[src/rtl/uart_rx_pkg.sv]
// uart_rx_pkg: receive-controller state encoding, minimum oversampling ratio and
// the bit-counter width helper shared by the controller and its counter block.
package uart_rx_pkg;
   typedef enum logic [2:0] {IDLE, START, DATA, PARITY, STOP, BREAK} rx_state_e;
   localparam int MIN_PRESCALE = 4;
   function automatic int bcw(input int data_width);
      return $clog2(data_width + 4);
   endfunction
endpackage

[src/rtl/uart_rx_edge_bit_cnt.sv]
// uart_rx_edge_bit_cnt: oversample edge counter wrapping at p_i-1 and the in-frame bit
// index it advances; clear dominates enable.
module uart_rx_edge_bit_cnt #(
   parameter int PRESCALE_W = 6,
   parameter int BCW        = 4
) (
   input  logic                  clk_RX,
   input  logic                  rst,
   input  logic                  clr_i,
   input  logic                  en_i,
   input  logic [PRESCALE_W-1:0] p_i,
   output logic [PRESCALE_W-1:0] edge_cnt_o,
   output logic [BCW-1:0]        bit_cnt_o,
   output logic                  bit_end_o
);
   logic [PRESCALE_W-1:0] edge_q, edge_d;
   logic [BCW-1:0]        bit_q, bit_d;
   assign bit_end_o  = edge_q == p_i - 1'b1;
   assign edge_cnt_o = edge_q;
   assign bit_cnt_o  = bit_q;
   always_comb begin
      edge_d = clr_i ? '0 : !en_i ? edge_q : bit_end_o ? '0 : edge_q + 1'b1;
      bit_d  = clr_i ? '0 : (en_i && bit_end_o) ? bit_q + 1'b1 : bit_q;
   end
   always_ff @(posedge clk_RX or negedge rst)
      if (!rst) begin
         edge_q <= '0;
         bit_q  <= '0;
      end else begin
         edge_q <= edge_d;
         bit_q  <= bit_d;
      end
endmodule

[src/rtl/uart_rx_frame_ctrl.sv]
// uart_rx_frame_ctrl: UART receive frame FSM with deserialiser, parity and stop checks.
// Optional break detection is built when UART_RX_BREAK_DET_EN is defined.
module uart_rx_frame_ctrl import uart_rx_pkg::*; #(
   parameter  int DATA_WIDTH = 8,
   parameter  int STOP_BITS  = 1,
   parameter  int PRESCALE_W = 6,
   localparam int BCW        = bcw(DATA_WIDTH)
) (
   input  logic                  clk_RX,
   input  logic                  rst,
   input  logic                  rx_in,
   input  logic                  sampled_bit,
   input  logic [PRESCALE_W-1:0] prescale,
   input  logic                  par_en,
   input  logic                  par_typ,
   output logic                  dat_samp_en,
   output logic [PRESCALE_W-1:0] edge_cnt,
   output logic [BCW-1:0]        bit_cnt,
   output logic [DATA_WIDTH-1:0] p_data,
   output logic                  data_valid,
   output logic                  par_err,
   output logic                  stp_err,
   output logic                  brk_det
);
   localparam logic [BCW-1:0] LAST_NO_PAR = BCW'(DATA_WIDTH + STOP_BITS);
   rx_state_e             state_q, state_d;
   logic [PRESCALE_W-1:0] p_q, p_d, p_even, p_eff;
   logic                  par_en_q, par_en_d, par_typ_q, par_typ_d;
   logic [DATA_WIDTH-1:0] shift_q, shift_d, p_data_q, p_data_d;
   logic                  acc_q, acc_d, par_bad_q, par_bad_d, stp_bad_q, stp_bad_d;
   logic                  dv_q, dv_d, pe_q, pe_d, se_q, se_d;
   logic                  take, bit_end;
   logic [BCW-1:0]        last_bit;
   assign p_even      = {prescale[PRESCALE_W-1:1], 1'b0};
   assign p_eff       = p_even < PRESCALE_W'(MIN_PRESCALE) ? PRESCALE_W'(MIN_PRESCALE) : p_even;
   assign take        = edge_cnt == (p_q >> 1) + 1'b1;
   assign last_bit    = LAST_NO_PAR + BCW'(par_en_q);
   assign dat_samp_en = state_q != IDLE;
   assign p_data      = p_data_q;
   assign data_valid  = dv_q;
   assign par_err     = pe_q;
   assign stp_err     = se_q;
   // BREAK is idle-like for the counters so they cannot run past the frame
   uart_rx_edge_bit_cnt #(.PRESCALE_W(PRESCALE_W), .BCW(BCW)) u_cnt (
      .clk_RX(clk_RX), .rst(rst), .clr_i(state_d == IDLE || state_d == BREAK),
      .en_i(state_q != IDLE), .p_i(p_q), .edge_cnt_o(edge_cnt), .bit_cnt_o(bit_cnt),
      .bit_end_o(bit_end)
   );
`ifdef UART_RX_BREAK_DET_EN
   logic zero_q, zero_d, bk_q, bk_d;
   assign brk_det = bk_q;
`else
   assign brk_det = 1'b0;
`endif
   always_comb begin
      state_d   = state_q;
      p_d       = p_q;
      par_en_d  = par_en_q;
      par_typ_d = par_typ_q;
      shift_d   = shift_q;
      acc_d     = acc_q;
      par_bad_d = par_bad_q;
      stp_bad_d = stp_bad_q;
      p_data_d  = p_data_q;
      dv_d      = 1'b0;
      pe_d      = 1'b0;
      se_d      = 1'b0;
`ifdef UART_RX_BREAK_DET_EN
      bk_d      = 1'b0;
      zero_d    = (take && (state_q == DATA || state_q == PARITY || state_q == STOP))
                  ? zero_q && !sampled_bit : zero_q;
`endif
      case (state_q)
         IDLE: if (!rx_in) begin
            state_d   = START;
            p_d       = p_eff;
            par_en_d  = par_en;
            par_typ_d = par_typ;
            acc_d     = 1'b0;
            par_bad_d = 1'b0;
            stp_bad_d = 1'b0;
`ifdef UART_RX_BREAK_DET_EN
            zero_d    = 1'b1;
`endif
         end
         START: state_d = (take && sampled_bit) ? IDLE : bit_end ? DATA : START;
         DATA: begin
            if (take) begin
               shift_d = {sampled_bit, shift_q[DATA_WIDTH-1:1]};
               acc_d   = acc_q ^ sampled_bit;
            end
            if (bit_end && bit_cnt == BCW'(DATA_WIDTH)) state_d = par_en_q ? PARITY : STOP;
         end
         PARITY: begin
            if (take) par_bad_d = sampled_bit != (acc_q ^ par_typ_q);
            if (bit_end) state_d = STOP;
         end
         STOP: if (take) begin
            stp_bad_d = stp_bad_q | !sampled_bit;
            // frame ends at the mid-stop sample so the next start edge is not missed
            if (bit_cnt == last_bit) begin
               state_d = IDLE;
               dv_d    = !par_bad_q && !stp_bad_d;
               pe_d    = par_bad_q;
               se_d    = stp_bad_d;
`ifdef UART_RX_BREAK_DET_EN
               if (zero_d) begin
                  state_d = BREAK;
                  dv_d    = 1'b0;
                  pe_d    = 1'b0;
                  se_d    = 1'b0;
                  bk_d    = 1'b1;
               end
`endif
               p_data_d = dv_d ? shift_q : p_data_q;
            end
         end
`ifdef UART_RX_BREAK_DET_EN
         BREAK: if (rx_in) state_d = IDLE;
`endif
         default: state_d = IDLE;
      endcase
   end
   always_ff @(posedge clk_RX or negedge rst)
      if (!rst) begin
         state_q   <= IDLE;
         p_q       <= '0;
         par_en_q  <= 1'b0;
         par_typ_q <= 1'b0;
         shift_q   <= '0;
         acc_q     <= 1'b0;
         par_bad_q <= 1'b0;
         stp_bad_q <= 1'b0;
         p_data_q  <= '0;
         dv_q      <= 1'b0;
         pe_q      <= 1'b0;
         se_q      <= 1'b0;
      end else begin
         state_q   <= state_d;
         p_q       <= p_d;
         par_en_q  <= par_en_d;
         par_typ_q <= par_typ_d;
         shift_q   <= shift_d;
         acc_q     <= acc_d;
         par_bad_q <= par_bad_d;
         stp_bad_q <= stp_bad_d;
         p_data_q  <= p_data_d;
         dv_q      <= dv_d;
         pe_q      <= pe_d;
         se_q      <= se_d;
      end
`ifdef UART_RX_BREAK_DET_EN
   always_ff @(posedge clk_RX or negedge rst)
      if (!rst) begin
         zero_q <= 1'b0;
         bk_q   <= 1'b0;
      end else begin
         zero_q <= zero_d;
         bk_q   <= bk_d;
      end
`endif
endmodule

[config.mk]
export PLATFORM = sky130hd
export DESIGN_NAME = uart_rx_frame_ctrl
export DESIGN_NICKNAME = d
export VERILOG_FILES = /design/src/rtl/uart_rx_pkg.sv /design/src/rtl/uart_rx_edge_bit_cnt.sv /design/src/rtl/uart_rx_frame_ctrl.sv
export SDC_FILE = /design/constraint.sdc
export NUM_CORES = 1
export LEC_CHECK = 0
export CAP_MARGIN = 20
export CORE_ASPECT_RATIO = 1.75
export CORE_MARGIN = 1
export CORE_UTILIZATION = 40
export DETAILED_ROUTE_END_ITERATION = 12
export DONT_BUFFER_PORTS = 1
export PLACE_DENSITY = 0.64
export SYNTH_ARGS = -nofsm -noshare
export SYNTH_HDL_FRONTEND = slang
export SYNTH_SLANG_ARGS = --single-unit
[constraint.sdc]
create_clock -name clk_RX -period 6.4 [get_ports clk_RX]
set_input_delay 0.96 -clock clk_RX [delete_from_list [all_inputs] [get_ports clk_RX]]
set_output_delay 0.96 -clock clk_RX [all_outputs]
set_load 0.02 [all_outputs]
### Word-level counts from Yosys, hierarchy flattened

Index checks and enable logic that the tools add are counted.

| cells by class | value |
|---|---|
| add/sub/neg operators | 5 |
| magnitude comparators | 1 |
| eq/ne operators | 14 |
| muxes and demuxes | 31 |
| bitwise operators | 4 |
| reduce and logical (&&, ||, !) cells | 22 |

Operator list:

| cell | count |
|---|---|
| 6-bit two-way mux | 4 |
| 3-bit two-way mux | 6 |
| 3-bit case mux with 5 select lines | 1 |
| 1-bit two-way mux | 13 |
| 6-bit equality test | 2 |
| 2-bit nonzero test | 5 |
| 3-bit AND reduction | 3 |
| 4-bit two-way mux | 2 |
| 2-bit inequality test (second input constant) | 4 |
| 5-bit by 1-bit adder with 6-bit output (second input constant) | 1 |
| 6-bit by 1-bit adder with 6-bit output (second input constant) | 1 |
| 3-bit by 2-bit equality test with 1-bit output (second input constant) | 2 |
| 3-bit equality test (second input constant) | 2 |
| 3-bit zero test | 2 |
| 6-bit by 3-bit < comparator with 1-bit output (second input constant) | 1 |
| 1-bit case mux with 2 select lines | 3 |
| 6-bit by 1-bit subtractor with 6-bit output (second input constant) | 1 |
| 4-bit by 1-bit adder with 4-bit output (first input constant) | 1 |
| 4-bit by 1-bit adder with 4-bit output (second input constant) | 1 |
| 4-bit equality test | 1 |
| 4-bit equality test (second input constant) | 1 |
| 1-bit logical AND | 4 |
| 2-bit two-way mux | 2 |
| 2-bit AND reduction | 2 |
| 9 further kinds | 12 |

| storage, ports and cells | value |
|---|---|
| flip-flop bits (word level) | 43 |
| input bits | 12 |
| word-level logic and storage cells | 91 |

### Logic depth before layout (Yosys ltp)

| logic depth | value |
|---|---|
| depth in word-level cells | 8 |
| mapped depth | 10 |
| mapped depth without buffers | 8 |

### Modules after synthesis

From an unflattened synthesis, not the netlist that was laid out.

| second synthesis, totals | value |
|---|---|
| cells, all modules | 231 |
| area, all modules | 2307.2 um2 |

Modules (own cells, without submodules):

| module | times used | cells each | area each (um2) | sequential area each (um2) |
|---|---|---|---|---|
| uart_rx_frame_ctrl | 1 | 153 | 1599.0 | 800.8 |
| uart_rx_edge_bit_cnt | 1 | 78 | 708.2 | 250.2 |

### Worst setup path after synthesis

OpenSTA, ideal clock, no wires.

| timing | value |
|---|---|
| kind | reg2reg |
| from | register p_q[1] |
| to | register p_data_q[0], in the netlist p_data[0] |
| library setup time | 0.125 ns |
| arrival | 2.528 ns |
| data required time | 6.275 ns |
| setup slack | 3.747 ns |
| cell stages (with the launch flop) | 11 |
| buffers on the path | 2 |
| period minus slack after synthesis | 2.653 ns |
| cells stage by stage | dfrtp_1 -> buf_2 -> inv_1 -> ha_1 -> xor2_1 -> nor2_1 -> nand4_1 -> or2_0 -> buf_2 -> nor4_4 -> mux2_2 |

| on the way | value |
|---|---|
| word-level cells in the longest chain between the ends | 3 |

Ends and longest elaborated chain:

| what | RTL line | source |
|---|---|---|
| from (decl) | uart_rx_frame_ctrl.sv:27 | `logic [PRESCALE_W-1:0] p_q, p_d, p_even, p_eff;` |
| from (signal assigned) | uart_rx_frame_ctrl.sv:140 | `p_q <= p_d;` |
| 5-bit by 1-bit adder with 6-bit output | uart_rx_frame_ctrl.sv:36 | `assign take = edge_cnt == (p_q >> 1) + 1'b1;` |
| 6-bit equality test | uart_rx_frame_ctrl.sv:36 |  |
| 4-bit AND reduction (no line) | -- |  |
| to (signal assigned) | uart_rx_frame_ctrl.sv:147 | `p_data_q <= p_data_d;` |
| to (decl) | uart_rx_frame_ctrl.sv:29 | `logic [DATA_WIDTH-1:0] shift_q, shift_d, p_data_q, p_data_d;` |

Every way passes these cells.
A chain may end at the register's enable or synchronous reset.

### Final worst setup path

| timing | value |
|---|---|
| from | register p_q[1] |
| to | register p_data_q[5], in the netlist p_data[5] |

Same word-level chain as after synthesis.

==> metrics.md <==
| Metric | Value |
|---|---|
| Power density cells | 434 nW/um2 |
| Clock skew | 0.0106 ns |
| Area share of the largest cell type after synthesis | 0.461 |
| Leakage power total | 1.08 nW |
| Total die area | 6020 um2 |
| Post-layout instance area | 2430 um2 |
| RSZ-0062 raised after global routing | no |
| Count of vias placed by the detailed router | 1681 |
| CTS H-Tree Depth | 2 |
| Post-Synthesis Cells | 227 |
| Share of the clock period used by the worst path after layout | 0.485 |
| Post-layout worst setup margin | 3.30 ns |
| Number of optimization iterations in the first detailed-route pass | 4 |
| Number of failing setup endpoints in the final timing report | 0 |
| Flops & latches, synth | 42 |
| Post-detailed-route via-to-cell ratio | 5.62 |
| Die extent in x | 59.1 um |
| Clock tree from TritonCTS | built |
| Number of primary I/O pins | 35 |
| Dpl hpwl | 3.59 mm |
| Clock Tree Root | sky130_fd_sc_hd__clkbuf_8 |
| Max_slew headroom | 0.363 |
| Insertion delay of the later-clocked pin in the worst-skew pair | 0.29 ns |
| Post-synth top flop | sky130_fd_sc_hd__dfrtp_1 |
| Num CTS Buffers | 5 |
| Area after detailed placement | 2310 um2 |
| Count of flip-flops with a built-in enable after synthesis | 0 |
| Register-to-Register Path Depth | 8 |
| Number of buffers added to fix hold violations after cts | 0 |
| Core region area | 5540 um2 |
| Critical-path top delay cell | sky130_fd_sc_hd__nor4_4 |
| Vertical die dimension | 102 um |
| Routed met1 length | 1.83 mm |
| Final hold violation count | 0 |
| FMAX | 322 MHz |
| Max Used Layer | met4 |
| Count of distinct cell types in the synthesized netlist | 48 |
| Ratio of cells with drive above 1 in the final layout | 0.135 |
| CTS max path bufs | 2 |
| Number of max-cap violations | 0 |
| Number of instances resized during post-cts repair | 0 |
| Crit Path Class | reg2reg |
| Outcome | complete, no violations |
| Average cell area after synthesis | 10.1 um2 |
| Syn nets | 244 |
| Required time of the worst setup path | 6.58 ns |
| Filler Cell Count | 562 |
| Aggregate routed wire length | 4.90 mm |
| Post-layout nets | 239 |
| Number of buffers added on ports | 0 |
| Count of final max-slew check failures | 0 |
| Antenna violations before repair | 0 |
| Met3 routed WL | 229 um |
| Global-route wire length before repair | 8.02 mm |
| Data arrival time of the critical path | 3.28 ns |
| Area growth from synthesis to final layout | 6.41% |
| Overflow left after global routing | 0 |
| Ordered list of cells on the worst path | inv_1, ha_1, xor2_1, nor2_1, nand4_1, or2_0, nor4_4, mux2_2 |
| Type of origin of the critical path | flip-flop |
| Seq/Total Area, Yosys | 0.461 |
| Number of violations reported at the end of detailed-routing iteration 0 | 25 |
| Total clock sinks | 42 |
| Top cells by area in the synthesized netlist | sky130_fd_sc_hd__dfrtp_1 (46%), sky130_fd_sc_hd__mux2_2 (7.9%), sky130_fd_sc_hd__nand2_1 (3.8%) |
| Final critical delay including setup and external delays | 3.10 ns |
| Final sum of negative setup slack | 0 ns |
| Length of routed met2 wiring | 2.68 mm |
| Warnings from Yosys | 0 |
| Slew at the pin with the worst max-slew slack | 0.952 ns |
| Top cells by count, synth | sky130_fd_sc_hd__dfrtp_1 (42), sky130_fd_sc_hd__nand2_1 (23), sky130_fd_sc_hd__mux2_2 (16) |
| CP peak stage delay | 0.68 ns |
| Number of design rule violations left after detail routing | 0 |
| Clock-pin slew on the worst setup and hold paths | 0.09 ns |
| Worst vdd ir | 0.186 mV |
| Async set-reset flop share out of synthesis | 1.00 |
| Global-route usage over all layers | 0.180 |
| Routed length per placed instance | 16.4 um |
| Post-Place Setup Slack | 3.28 ns |
| Worst hold path class | in2async |
| Maximum number of pins on one net before global-route repair | 43 |
| Effective utilization at floorplan | 0.412 |
| Worst-path maximum fanout | 9 |
| Area leader, netlist | sky130_fd_sc_hd__dfrtp_1 |
| Library cell with the highest instance count after synthesis | sky130_fd_sc_hd__dfrtp_1 |
| Setup Buffers After CTS | 0 |
| Total inserted antenna cells | 0 |
| Via count of the first global-routing pass | 1669 |
| Sort of element at the end of the critical path | flip-flop |
| Synthesized area | 2280 um2 |
| Number of antenna-violating nets in the routed design | 0 |
| Post-layout power | 1.06 mW |
| Number of cell rows | 36 |
| Routability Congestion | 0.773 |
## final cells by class
cell class	instances	area, um2	area share
Inverter	11	41.3	0.0170
Tap cell	76	95.1	0.0392
Timing Repair Buffer	2	12.5	0.00515
Clock buffer	5	68.8	0.0283
Clock inverter	3	40.0	0.0165
Sequential cell	42	1050	0.433
Multi-Input combinational cell	160	1120	0.461
## routing by layer
| layer | vias to the layer above | GRT usage |
|---|---|---|
| met5 | - | 0 |
| met4 | 0 | 0.0916 |
| met3 | 14 | 0.0418 |
| met2 | 40 | 0.323 |
| met1 | 822 | 0.190 |
| li1 | 805 | - |
## cell families after synthesis
family	after synthesis	share of synthesized area
XOR/XNOR	13	0.0499
AO/OA/AOI/OAI	50	0.153
multiplexers	16	0.0789
other	1	0.00164
buffers and inverters	25	0.0488
adder cells (fa/ha/maj)	5	0.0274
AND/OR/NAND/NOR	75	0.180
flip-flops	42	0.461
## sequential cells by signal (all words and copies together) (netlist names)
signal	cells
u_cnt.bit_cnt_o	4
stp_err	1
p_q	5
stp_bad_q	1
par_en_q	1
data_valid	1
par_typ_q	1
u_cnt.edge_cnt_o	6
par_bad_q	1
p_data	8
acc_q	1
state_q	3
shift_q	8
par_err	1
## report_power, final
part | internal (mW) | switching (mW) | total [mW]
Sequential | 0.324 | 0.137 | 0.462
Combinational | 0.160 | 0.227 | 0.387
Clock | 0.115 | 0.0918 | 0.207
## layout by cell type (no fill, tap or decap), types with 3 or more instances in the layout
| cell type | instances |
|---|---|
| sky130_fd_sc_hd__a211oi_1 | 5 |
| sky130_fd_sc_hd__a21oi_1 | 8 |
| sky130_fd_sc_hd__a31oi_1 | 7 |
| sky130_fd_sc_hd__a41oi_1 | 3 |
| sky130_fd_sc_hd__clkbuf_8 | 5 |
| sky130_fd_sc_hd__dfrtp_1 | 42 |
| sky130_fd_sc_hd__ha_1 | 5 |
| sky130_fd_sc_hd__inv_1 | 11 |
| sky130_fd_sc_hd__mux2_2 | 16 |
| sky130_fd_sc_hd__nand2_1 | 23 |
| sky130_fd_sc_hd__nand2b_1 | 3 |
| sky130_fd_sc_hd__nand3_1 | 11 |
| sky130_fd_sc_hd__nand4_1 | 4 |
| sky130_fd_sc_hd__nor2_1 | 10 |
| sky130_fd_sc_hd__nor3_1 | 3 |
| sky130_fd_sc_hd__o21ai_0 | 11 |
| sky130_fd_sc_hd__or3_1 | 3 |
| sky130_fd_sc_hd__xnor2_1 | 7 |
| sky130_fd_sc_hd__xor2_1 | 6 |
## worst max-delay path, delay by kind of cell (launching register included)
family	cells	cell delay (ns)
XOR/XNOR	1	0.16
adder cells (fa/ha/maj)	1	0.35
buffers and inverters	1	0.09
flip-flops	1	0.53
multiplexers	1	0.40
AND/OR/NAND/NOR	4	1.45
## metrics by stage
stage	util	instances	hold slack (ns)
floorplan	-	227	0.466
global placement	0.418	290	0.495
detailed placement	0.418	290	0.506
CTS	0.437	298	0.343
global route	0.438	299	0.333
finish	0.438	299	0.348
## worst paths after layout
path	from	end	slack, ns
max	p_q[1]	p_data[5]	3.30
min	rst	state_q[0]	0.35
max reg2reg	p_q[1]	p_data[5]	3.30
min reg2reg	shift_q[0]	shift_q[0]	0.51
max in group asynchronous	rst	shift_q[6]	5.96
min in group clk_RX	shift_q[0]	shift_q[0]	0.51
(Power assumes the default switching activity.)
